**src/rtl/o_serializer.sv**
```systemverilog
// Parallel-to-serial output stage: holding register feeding a shift register,
// one bit per clock onto Q, idle level between streams, underrun flag on run-dry.
module o_serializer #(
  parameter int    WIDTH      = 4,
  parameter string BIT_ORDER  = "LSB_FIRST",
  parameter logic  IDLE_VALUE = 1'b0
) (
  input  logic             CLK,
  input  logic             RST,
  input  logic [WIDTH-1:0] D,
  input  logic             DATA_VALID,
  output logic             READY,
  output logic             Q,
  output logic             ACTIVE,
  output logic             UNDERRUN
);

  localparam int CW = (WIDTH > 1) ? $clog2(WIDTH) : 1;
  localparam logic [CW-1:0] LAST = CW'(WIDTH - 1);
  localparam bit MSB_OUT = (BIT_ORDER == "MSB_FIRST");

  if (WIDTH < 2 || WIDTH > 10) begin : g_bad_width
    $error("o_serializer: WIDTH=%0d outside legal range 2..10", WIDTH);
  end
  if (BIT_ORDER != "LSB_FIRST" && BIT_ORDER != "MSB_FIRST") begin : g_bad_order
    $error("o_serializer: BIT_ORDER must be LSB_FIRST or MSB_FIRST");
  end

  typedef enum logic {S_IDLE, S_SHIFT} state_t;

  state_t           state_reg, state_next;
  logic [WIDTH-1:0] hold_data_reg, hold_data_next;
  logic             hold_full_reg, hold_full_next;
  logic [WIDTH-1:0] sh_data_reg, sh_data_next;
  logic [CW-1:0]    cnt_reg, cnt_next;
  logic             ready_reg, ready_next;
  logic             q_reg, q_next;
  logic             active_reg, active_next;
  logic             underrun_reg, underrun_next;
  logic [WIDTH-1:0] sh_shifted;
  logic             accept;

  // Shift moves the next bit toward whichever end drives Q.
  if (MSB_OUT) begin : g_msb
    assign sh_shifted = {sh_data_reg[WIDTH-2:0], 1'b0};
  end else begin : g_lsb
    assign sh_shifted = {1'b0, sh_data_reg[WIDTH-1:1]};
  end

  assign accept = DATA_VALID && ready_reg;

  always_ff @(posedge CLK or negedge RST) begin
    if (!RST) begin
      state_reg     <= S_IDLE;
      hold_data_reg <= '0;
      hold_full_reg <= 1'b0;
      sh_data_reg   <= '0;
      cnt_reg       <= '0;
      ready_reg     <= 1'b0;
      q_reg         <= IDLE_VALUE;
      active_reg    <= 1'b0;
      underrun_reg  <= 1'b0;
    end else begin
      state_reg     <= state_next;
      hold_data_reg <= hold_data_next;
      hold_full_reg <= hold_full_next;
      sh_data_reg   <= sh_data_next;
      cnt_reg       <= cnt_next;
      ready_reg     <= ready_next;
      q_reg         <= q_next;
      active_reg    <= active_next;
      underrun_reg  <= underrun_next;
    end
  end

  always_comb begin
    state_next     = state_reg;
    hold_data_next = hold_data_reg;
    hold_full_next = hold_full_reg;
    sh_data_next   = sh_data_reg;
    cnt_next       = cnt_reg;

    case (state_reg)
      S_IDLE: begin
        if (hold_full_reg) begin
          sh_data_next   = hold_data_reg;
          hold_full_next = 1'b0;
          cnt_next       = '0;
          state_next     = S_SHIFT;
        end
      end
      default: begin
        if (cnt_reg == LAST) begin
          if (hold_full_reg) begin
            sh_data_next   = hold_data_reg;
            hold_full_next = 1'b0;
            cnt_next       = '0;
          end else begin
            cnt_next   = '0;
            state_next = S_IDLE;
          end
        end else begin
          sh_data_next = sh_shifted;
          cnt_next     = cnt_reg + CW'(1);
        end
      end
    endcase

    // READY low whenever hold is full, so accept never coincides with a load.
    if (accept) begin
      hold_data_next = D;
      hold_full_next = 1'b1;
    end
  end

  // Outputs are precomputed from next state so Q/ACTIVE/READY come straight from flops.
  always_comb begin
    ready_next    = !hold_full_next;
    active_next   = (state_next == S_SHIFT);
    underrun_next = (state_reg == S_SHIFT) && (state_next == S_IDLE);
    q_next        = IDLE_VALUE;
    if (state_next == S_SHIFT) begin
      q_next = MSB_OUT ? sh_data_next[WIDTH-1] : sh_data_next[0];
    end
  end

  assign READY    = ready_reg;
  assign Q        = q_reg;
  assign ACTIVE   = active_reg;
  assign UNDERRUN = underrun_reg;

endmodule

```
**config.mk**
```make
export PLATFORM = sky130hd
export DESIGN_NAME = o_serializer
export DESIGN_NICKNAME = d
export VERILOG_FILES = /design/src/rtl/o_serializer.sv
export SDC_FILE = /design/constraint.sdc
export NUM_CORES = 1
export LEC_CHECK = 0
export CAP_MARGIN = 5
export CORE_ASPECT_RATIO = 1.2
export CORE_UTILIZATION = 30
export CTS_CLUSTER_SIZE = 30
export DETAILED_ROUTE_END_ITERATION = 10
export DONT_BUFFER_PORTS = 1
export PLACE_DENSITY = 0.4
export SLEW_MARGIN = 15
export SYNTH_ARGS = -nofsm -noshare
export SYNTH_HDL_FRONTEND = slang
export SYNTH_SLANG_ARGS = --single-unit
```
**constraint.sdc**
```tcl
create_clock -name CLK -period 3.1 [get_ports CLK]
set_input_delay 0.62 -clock CLK [delete_from_list [all_inputs] [get_ports CLK]]
set_output_delay 0.62 -clock CLK [all_outputs]
set_load 0.05 [all_outputs]
```
==> qor.yml <==
drt:
  via_per_inst: 4.90
  num_vias: 299
  drt_iter0_drc: 4
  drt-total-wl_um: 876
  routedWlPerCell_um: 14.4
  ant_nets: 0
  first_pass_iters: 4
  drc_errors: 0
min_path:
  hp-class: "input port to async pin"
timing:
  drv_slew: 0
  relSlewSlack_pct: 58.0
  finalWorstPathRequiredPeriod_ns: 1.75
  finalSetupViolCount: 0
  tightest_slew_ns: 0.631
  finClkSkew_ns: 0.00202
  fin_crit_sh_pct: 56.5
  rsz0062_at_grt: "false"
  hold_violations: 0
  setup_tns_ns: 0
  fmax_mhz: 571
cts:
  clk_path_buf_depth: 2
  postCtsResizedCells: 0
  clkSinkCount: 14
  clk_pin_slew_ns: 0.07
  insertion_delay_ns: 0.26
  root_buffer: "clkbuf_4"
  hold_buffers: 0
  cts_buffers: 3
  post_cts_buffers: 0
  htreeDepth: 1
  cts_tree: "done"
pwr:
  internal_power_mw: 0.449
  clkPwrFrac_pct: 13.0
  peakVddDrop_mv: 0.362
  power-per-cell-area_nw_per_um2: 1200
  p_seq_share_pct: 57.5
  fin_total_pwr_mw: 0.729
  switching_share_pct: 38.5
  power_frac_comb_pct: 29.5
  p_sw_mw: 0.281
  leakagePower_nw: 0.280
floorplanning:
  core_um2: 1830
  dieArea_um2: 2100
  dieWidth_um: 42.0
  die_h_um: 50.0
  io_pins: 11
  rows: 17
  initial_core_util_pct: 31.5
cells_and_area:
  layout_commonest_cell: "dfrtp_1"
  instances_no_fill: 61
  layout-drive-gt1-share_pct: 28.6
  fin_util_pct: 33.1
  final_cell_mix: "14 x dfrtp_1, 6 x mux2_2, 3 x nand2_1, 3 x nor2_1, 3 x clkbuf_4"
  final_area_um2: 606
  syn_to_final_growth_pct: 5.22
  largest_reg_flops: 4
  n_antenna_cell: 0
  nNetsFinal: 52
flow_run:
  maxCapViolations: 0
logic_synthesis:
  yosysSeqAreaShare_pct: 60.9
  ys_types: 16
  syn_area_um2: 576
  ys_seq_elements: 14
  syn_inst: 41
  synth_warnings: 0
  synth.net_count: 49
  synth.avg_cell_area_um2: 14.0
global_route:
  grt_start_max_net_pins: 15
  grt_pass1_vias: 336
  grt_usage_pct: 9.75
  grt.overflow.total: 0
  antenna_found_initial: 0
  grt_pass1_wl_um: 1480
worst_setup_path:
  arrival_ns: 1.90
  worstSetupPathType: "register to register"
  crit_required_ns: 3.25
  cp-end-kind: "register"
  cp_max_fo: 7
  r2r_end: "sh_data_reg[2]$_DFF_PN0_"
  r2r_cells: 2
  rrSetupSlack_ns: 1.35
  r2r-start: "ACTIVE$_DFF_PN0_"
  cp-start-kind: "register"
place:
  gp_congestion: 0.752
  post_dp_cell_area_um2: 583
  place_inst: 58
  io_buffers: 0
run_status:
  status: "completed"
-- final cells by class --
| cell class | count | area [µm²] |
|---|---|---|
| sequential | 14 | 350 |
| clock buffer | 3 | 22.5 |
| fill | 185 | 1220 |
| multi-input combinational | 25 | 209 |
| tap | 19 | 23.8 |
-- metrics by stage --
step | worst slack (ns) | hold WS, ns
after global placement | 1.39 | 0.325
after global routing | 1.24 | 0.0192
after floorplan | 1.61 | 0.324
final | 1.35 | 0.0398
after detailed placement | 1.35 | 0.325
after CTS | 1.33 | 0.0252
-- routing by layer --
layer	global-route usage, %	vias up	share of wire, %	routed length [µm]
li1	-	143	-	-
met4	6.45	0	0	0
met2	13.5	8	46	407
met5	0	-	0	0
met3	2.56	0	4.8	42
met1	13.1	148	49	426
-- power groups by stage --
stage / logic, mW / clock network (mW) / registers, mW
floorplan: 0.220 / 0 / 0.392
global route: 0.242 / 0.108 / 0.432
global placement: 0.209 / 0 / 0.421
CTS: 0.220 / 0.102 / 0.421
detailed placement: 0.219 / 0 / 0.425
finish: 0.215 / 0.0947 / 0.419
-- worst max path at each step --
stage,slack (ns),end,cells after the start,from
6_report,1.35,sh_data_reg[2]$_DFF_PN0_,2,ACTIVE$_DFF_PN0_
5_1_grt,1.24,sh_data_reg[2]$_DFF_PN0_,2,ACTIVE$_DFF_PN0_
4_1_cts,1.33,sh_data_reg[2]$_DFF_PN0_,2,ACTIVE$_DFF_PN0_
3_5_place_dp,1.35,sh_data_reg[2]$_DFF_PN0_,2,ACTIVE$_DFF_PN0_
3_3_place_gp,1.39,sh_data_reg[2]$_DFF_PN0_,2,ACTIVE$_DFF_PN0_
2_1_floorplan,1.61,sh_data_reg[2]$_DFF_PN0_,3,ACTIVE$_DFF_PN0_
-- kinds of logic after synthesis --
logic type / share of synthesized area (%)
flip-flops: 60.9
multiplexers: 20.4
AND/OR/NAND/NOR: 8.48
AO/OA/AOI/OAI: 5.22
buffers and inverters: 2.83
adder cells (fa/ha/maj): 2.17
-- cell usage after synthesis --
library cell  number  area share, %
a21boi_0           1            1.3
or2_2              1            1.1
nor2_1             3            2.0
nand3b_1           1            1.3
nor2b_1            1            1.1
clkbuf_2           1           0.87
o21ai_0            1           0.87
buf_6              1            2.0
nand2b_1           1            1.1
mux2_4             2            5.2
dfrtp_1           14             61
nand2_1            3            2.0
a22o_1             2            3.0
ha_1               1            2.2
mux2i_1            2            3.5
mux2_2             6             12
-- worst max-delay path: stages (launching register included) --
cell and delay [ns]:
dfrtp_1 0.75, nor2b_1 0.50, mux2_2 0.39
Note: power is estimated with default switching activity, not from simulation.
